File: config.mk
export PLATFORM = sky130hd
export DESIGN_NAME = instruction_loader_flat
export DESIGN_NICKNAME = d
export VERILOG_FILES = /design/src/rtl/loader_pkg.sv /design/src/rtl/instruction_loader_if.sv /design/src/rtl/word_assembler.sv /design/src/rtl/instruction_loader.sv /design/src/flat_wrapper.sv
export SDC_FILE = /design/constraint.sdc
export NUM_CORES = 1
export LEC_CHECK = 0
export ABC_AREA = 1
export CAP_MARGIN = 20
export CORE_MARGIN = 2
export CORE_UTILIZATION = 44
export DETAILED_ROUTE_END_ITERATION = 8
export PLACE_DENSITY = 0.85
export SLEW_MARGIN = 10
export SYNTH_ARGS = -nofsm -noshare
export SYNTH_HDL_FRONTEND = slang
export SYNTH_SLANG_ARGS = --single-unit
File: constraint.sdc
create_clock -name clk -period 1.7 [get_ports clk]
set_input_delay 0.34 -clock clk [delete_from_list [all_inputs] [get_ports clk]]
set_output_delay 0.34 -clock clk [all_outputs]
set_load 0.005 [all_outputs]
File: src/rtl/loader_pkg.sv
// Shared definitions for the instruction loader: FSM state type and word geometry.
package loader_pkg;

  localparam int unsigned BYTES_PER_WORD     = 4;
  localparam int unsigned DEFAULT_ADDR_WIDTH = 5;

  typedef enum logic [1:0] {
    StIdle,
    StRecv,
    StWrite,
    StDone
  } loader_state_e;

endpackage

File: src/rtl/instruction_loader_if.sv
// Host byte stream, load control and instruction-memory write port of the loader.
interface instruction_loader_if
  import loader_pkg::*;
#(
  parameter int unsigned ADDR_WIDTH = DEFAULT_ADDR_WIDTH
);

  logic                  start;
  logic [ADDR_WIDTH:0]   num_words;
  logic                  in_valid;
  logic [7:0]            in_byte;
  logic                  in_ready;
  logic                  mem_we;
  logic [ADDR_WIDTH-1:0] mem_addr;
  logic [31:0]           mem_wdata;
  logic                  cpu_hold;
  logic                  done;

  modport master (
    output start, num_words, in_valid, in_byte,
    input  in_ready, mem_we, mem_addr, mem_wdata, cpu_hold, done
  );

  modport slave (
    input  start, num_words, in_valid, in_byte,
    output in_ready, mem_we, mem_addr, mem_wdata, cpu_hold, done
  );

endinterface

File: src/rtl/word_assembler.sv
// Packs accepted bytes into a 32-bit word, first byte ending up most significant.
module word_assembler
  import loader_pkg::*;
(
  input  logic        clk,
  input  logic        rst_n,
  input  logic        accept,
  input  logic        clear,
  input  logic [7:0]  in_byte,
  output logic [31:0] word,
  output logic        last_byte
);

  logic [1:0]  cnt_q, cnt_d;
  logic [31:0] word_q, word_d;

  always_comb begin
    cnt_d  = cnt_q;
    word_d = word_q;
    if (clear) begin
      cnt_d = '0;
    end else if (accept) begin
      cnt_d  = cnt_q + 2'd1;
      word_d = {word_q[23:0], in_byte};
    end
  end

  always_ff @(posedge clk or negedge rst_n) begin
    if (!rst_n) begin
      cnt_q  <= '0;
      word_q <= '0;
    end else begin
      cnt_q  <= cnt_d;
      word_q <= word_d;
    end
  end

  assign word      = word_q;
  assign last_byte = (cnt_q == 2'(BYTES_PER_WORD - 1));

endmodule

File: src/rtl/instruction_loader.sv
// Streams a byte-serial program image into instruction memory, one word per write,
// holding the CPU stalled until the whole image has been written.
module instruction_loader
  import loader_pkg::*;
#(
  parameter int unsigned ADDR_WIDTH = DEFAULT_ADDR_WIDTH
) (
  input logic                  clk,
  input logic                  rst_n,
  instruction_loader_if.slave  bus
);

  localparam logic [ADDR_WIDTH:0]   Depth    = {1'b1, {ADDR_WIDTH{1'b0}}};
  localparam logic [ADDR_WIDTH:0]   CountOne = {{ADDR_WIDTH{1'b0}}, 1'b1};
  localparam logic [ADDR_WIDTH-1:0] AddrOne  = {{(ADDR_WIDTH-1){1'b0}}, 1'b1};

  loader_state_e         state_q, state_d;
  logic [ADDR_WIDTH-1:0] addr_q, addr_d;
  logic [ADDR_WIDTH:0]   count_q, count_d;

  logic        accept;
  logic        clear_bytes;
  logic        last_byte;
  logic        last_word;
  logic [31:0] word;

  assign accept    = (state_q == StRecv) && bus.in_valid;
  assign last_word = ({1'b0, addr_q} == (count_q - CountOne));

  word_assembler u_word_assembler (
    .clk       (clk),
    .rst_n     (rst_n),
    .accept    (accept),
    .clear     (clear_bytes),
    .in_byte   (bus.in_byte),
    .word      (word),
    .last_byte (last_byte)
  );

  always_comb begin
    state_d     = state_q;
    addr_d      = addr_q;
    count_d     = count_q;
    clear_bytes = 1'b0;
    unique case (state_q)
      StIdle: begin
        if (bus.start) begin
          if (bus.num_words == '0) begin
            state_d = StDone;
          end else begin
            state_d     = StRecv;
            // Oversized images are truncated so the address never wraps onto word 0.
            count_d     = (bus.num_words > Depth) ? Depth : bus.num_words;
            addr_d      = '0;
            clear_bytes = 1'b1;
          end
        end
      end
      StRecv: begin
        if (accept && last_byte) begin
          state_d = StWrite;
        end
      end
      StWrite: begin
        if (last_word) begin
          state_d = StDone;
        end else begin
          state_d     = StRecv;
          addr_d      = addr_q + AddrOne;
          clear_bytes = 1'b1;
        end
      end
      StDone: begin
        state_d = StIdle;
      end
      default: begin
        state_d = StIdle;
      end
    endcase
  end

  always_ff @(posedge clk or negedge rst_n) begin
    if (!rst_n) begin
      state_q <= StIdle;
      addr_q  <= '0;
      count_q <= '0;
    end else begin
      state_q <= state_d;
      addr_q  <= addr_d;
      count_q <= count_d;
    end
  end

  // Every output is decoded from registers only, so in_ready never depends on in_valid.
  assign bus.in_ready  = (state_q == StRecv);
  assign bus.mem_we    = (state_q == StWrite);
  assign bus.mem_addr  = addr_q;
  assign bus.mem_wdata = word;
  assign bus.cpu_hold  = (state_q == StRecv) || (state_q == StWrite);
  assign bus.done      = (state_q == StDone);

endmodule

File: src/flat_wrapper.sv
// flat-port wrapper written by rule: the top's interface ports become plain ports
module instruction_loader_flat import loader_pkg::*;
#(
  parameter int unsigned ADDR_WIDTH = DEFAULT_ADDR_WIDTH
)
  (clk, rst_n, bus_start, bus_num_words, bus_in_valid, bus_in_byte, bus_in_ready, bus_mem_we, bus_mem_addr, bus_mem_wdata, bus_cpu_hold, bus_done);
  instruction_loader_if #(.ADDR_WIDTH(ADDR_WIDTH)) bus_i ();
  input logic clk;
  input logic rst_n;
  input wire logic [$bits(bus_i.start)-1:0] bus_start;
  input wire logic [$bits(bus_i.num_words)-1:0] bus_num_words;
  input wire logic [$bits(bus_i.in_valid)-1:0] bus_in_valid;
  input wire logic [$bits(bus_i.in_byte)-1:0] bus_in_byte;
  output wire logic [$bits(bus_i.in_ready)-1:0] bus_in_ready;
  output wire logic [$bits(bus_i.mem_we)-1:0] bus_mem_we;
  output wire logic [$bits(bus_i.mem_addr)-1:0] bus_mem_addr;
  output wire logic [$bits(bus_i.mem_wdata)-1:0] bus_mem_wdata;
  output wire logic [$bits(bus_i.cpu_hold)-1:0] bus_cpu_hold;
  output wire logic [$bits(bus_i.done)-1:0] bus_done;
  assign bus_i.start = bus_start;
  assign bus_i.num_words = bus_num_words;
  assign bus_i.in_valid = bus_in_valid;
  assign bus_i.in_byte = bus_in_byte;
  assign bus_in_ready = bus_i.in_ready;
  assign bus_mem_we = bus_i.mem_we;
  assign bus_mem_addr = bus_i.mem_addr;
  assign bus_mem_wdata = bus_i.mem_wdata;
  assign bus_cpu_hold = bus_i.cpu_hold;
  assign bus_done = bus_i.done;
  instruction_loader #(.ADDR_WIDTH(ADDR_WIDTH)) u_core (.clk(clk), .rst_n(rst_n), .bus(bus_i));
endmodule
==> results.py <==
metrics = {
    "timing": {
        "worst_slack_ps": -267,
        "setup_violations": 40,
        "relSlewSlack_pct": 67.6,
        "fmax_ghz": 0.508,
        "fin_crit_ps": 1970,
        "tightest_slew_ps": 485,
        "rsz0062_at_grt": "yes",
        "hold_ws_ps": 478,
        "fin_crit_sh_pct": 116,
        "maxSlewViolCount": 0,
        "hold_violations": 0,
        "finClkSkew_ps": 17.1,
    },
    "cts": {
        "cts_max_level": 2,
        "cts_sinks": 47,
        "cts_root_buffer": "clkbuf_8",
        "clk_latency_ps": 310,
        "clk_transition_reported_paths_ps": 100,
        "cts_buffers": 5,
        "cts_tree": "built",
        "max-clock-path-buffers": 2,
    },
    "worst_setup_path": {
        "r2r-end": "u_core.u_word_assembler.word[15]",
        "crit-reg2reg-launch": "u_core.count_q[1]",
        "path_cells": "inv_2, ha_4, xor2_1, nand2_1, nor2_2, nand3_2, o21bai_4, nand3_2, buf_12, nand2_1, nand2_1",
        "cp_common_cell": "nand2_1",
        "cp-endpoint": "u_core.u_word_assembler.word[15]",
        "crit_type": "reg2reg",
        "rr_worst_depth": 11,
        "start_kind": "flop",
        "cp_slowest_cell": "dfrtp_1",
        "crit_start": "u_core.count_q[1]",
        "crit_required_ps": 1880,
        "crit_fanout": 32,
        "cp.arrival_ps": 2150,
        "crit_path_end_kind": "flop",
        "critical_path.max_stage_delay_ps": 380,
        "r2r_slack_ps": -270,
    },
    "flow_run": {
        "cap_violations": 0,
    },
    "floorplan": {
        "initial_utilization_pct": 46.3,
        "dieHeight_um": 78.0,
        "fp.dieW_um": 78.0,
        "placementRows": 26,
        "die-area_um2": 6090,
        "top_level_ports": 59,
        "core-area_um2": 5200,
    },
    "route": {
        "dr.pass1.iters": 5,
        "drcViolationCount": 0,
        "viasPerCell": 5.39,
        "wl_um": 6410,
        "wl_per_cell_um": 15.1,
        "first_iter_violations": 189,
        "vias": 2292,
        "antenna_left": 0,
    },
    "power": {
        "p_per_area_nw_per_um2": 1750,
        "power_leakage_uw": 0.00162,
        "vdd_ir_drop_max_uv": 964,
    },
    "logic_synthesis": {
        "synth.avg_cell_area_um2": 8.65,
        "synth_edf_count": 0,
        "synth-warning-count": 0,
        "synth-async-reset-ratio_pct": 100,
        "synth_top_area_share_pct": 48.8,
        "ys_top_cells_by_count": "nand2_1, dfrtp_1, nand4_1",
        "yosys.cell_count.top_type": "nand2_1",
        "ys.flop_type": "dfrtp_1",
        "ys_ff_latch": 47,
        "yosysSeqAreaShare_pct": 48.8,
        "yosys-top-cells-area": "dfrtp_1, nand2_1, nand4_1",
        "postSynthCellCount": 279,
        "syn_nets": 304,
        "synth_cell_types": 24,
        "synth_largest_area_cell": "dfrtp_1",
        "netlist_area_um2": 2410,
    },
    "global_route": {
        "grt-ovfl-total": 0,
        "antenna_found_initial": 0,
        "track_usage_pct": 20.2,
        "grt_max_degree": 35,
        "grt_pass1_vias": 2116,
        "grt_pass1_wl_um": 9810,
    },
    "worst_hold_path": {
        "min_path_type": "reg2reg",
    },
    "placement": {
        "hpwl_um": 3920,
        "place.gp.congestion": 0.932,
        "placed_cells": 410,
        "port_buffers": 58,
        "place_ws_ps": -227,
    },
    "final_layout": {
        "post-route-util_pct": 63.8,
        "fillers": 414,
        "drive_above_1_share_pct": 16.1,
        "final_nets": 379,
        "syn2layout_area_growth_pct": 37.7,
        "n_antenna_cell": 0,
        "fin_cells": 425,
    },
    "outcome": {
        "violations": "negative setup slack",
        "status": "complete, but fails checks",
    },
}
==> routing by layer <==
layer  vias up  GRT usage [%]  share of wire, %
met5         -              0                 0
met4         0           7.54               2.3
met3        20           3.68               5.5
met2       105           34.1                51
met1      1093           25.9                41
li1       1074              -                 -
==> registers in the layout, summed over array words and instances (netlist names) <==
register	count
u_core.state_q	2
u_core.bus.mem_addr	5
u_core.count_q	6
u_core.u_word_assembler.word	32
u_core.u_word_assembler.cnt_q	2
==> worst min-delay path by stage <==
stage	startpoint	end	depth (start not counted)
after global placement	rst_n	u_core.count_q[5]	1
after detailed placement	rst_n	u_core.count_q[5]	1
final	u_core.u_word_assembler.word[25]	u_core.u_word_assembler.word[25]	2
after global routing	u_core.u_word_assembler.word[28]	u_core.u_word_assembler.word[28]	2
after CTS	u_core.u_word_assembler.word[28]	u_core.u_word_assembler.word[28]	2
after floorplan	rst_n	u_core.bus.mem_addr[0]	0
==> metrics by stage <==
step	power (uW)	area [um2]	TNS, ps
finish	5830	3320	-7030
floorplan	3440	2410	0
global placement	4520	3070	-6490
CTS	5590	3260	-4480
global route	6210	3320	-10630
detailed placement	4600	3070	-7920
==> layout make-up <==
class                      count  area, um2  share of cell area (%)
sequential                    47       1180                    35.4
multi-input combinational    193       1040                    31.4
timing repair buffer          82        803                    24.2
inverter                      25       93.8                    2.82
tap                           70       87.6                    2.64
clock buffer                   5       68.8                    2.07
clock inverter                 3       46.3                    1.39
==> repair_timing <==
item | CTS | global route
cloned | 0 | 1
gates resized for setup | 15 | 16
hold buffers | 1 | 0
hold endpoints to repair | 12 | 0
pin swaps | 0 | 2
endpoints found under the setup margin | 43 | 44
setup buffers | 2 | 3
==> cells in the final DEF (no fill, tap or decap), drive strengths merged <==
cell / Yosys / routed
a21oi: 1 / 1
buf: 11 / 23
bufinv: 0 / 1
clkbuf: 3 / 6
clkdlybuf4s15: 0 / 1
clkdlybuf4s50: 0 / 53
clkinv: 1 / 1
clkinvlp: 0 / 1
dfrtp: 47 / 47
dlygate4sd2: 0 / 3
dlygate4sd3: 0 / 1
ha: 7 / 7
inv: 24 / 25
nand2: 103 / 103
nand3: 16 / 16
nand3b: 1 / 1
nand4: 37 / 37
nor2: 7 / 7
nor3: 1 / 1
o21a: 1 / 1
o21ai: 10 / 10
o21bai: 1 / 1
o22ai: 3 / 3
or2: 2 / 2
xor2: 3 / 3
==> worst max-delay path: cells and delay by family, from the launching register on <==
kind                       cells  cell delay [ps]
adders and majority gates      1              260
DFF                            1              380
and+or+nand+nor                6              600
AOI/OAI and AO/OA              1              200
buffers and inverters          2              260
xor gates and xnor gates       1              150
==> report_power, final <==
part           internal, uW  switching [uW]  total (uW)
clock network           443             409         852
registers              1560             370        1930
logic                  1490            1560        3050
total                  3490            2340        5830
==> logic make-up after synthesis <==
logic type	synth area share, %
buf+inv	10.8
flops	48.8
xor+xnor	1.09
fa+ha+maj	3.63
simple gates	31.9
compound gates	3.84
Power figures use the tool's default switching activity.
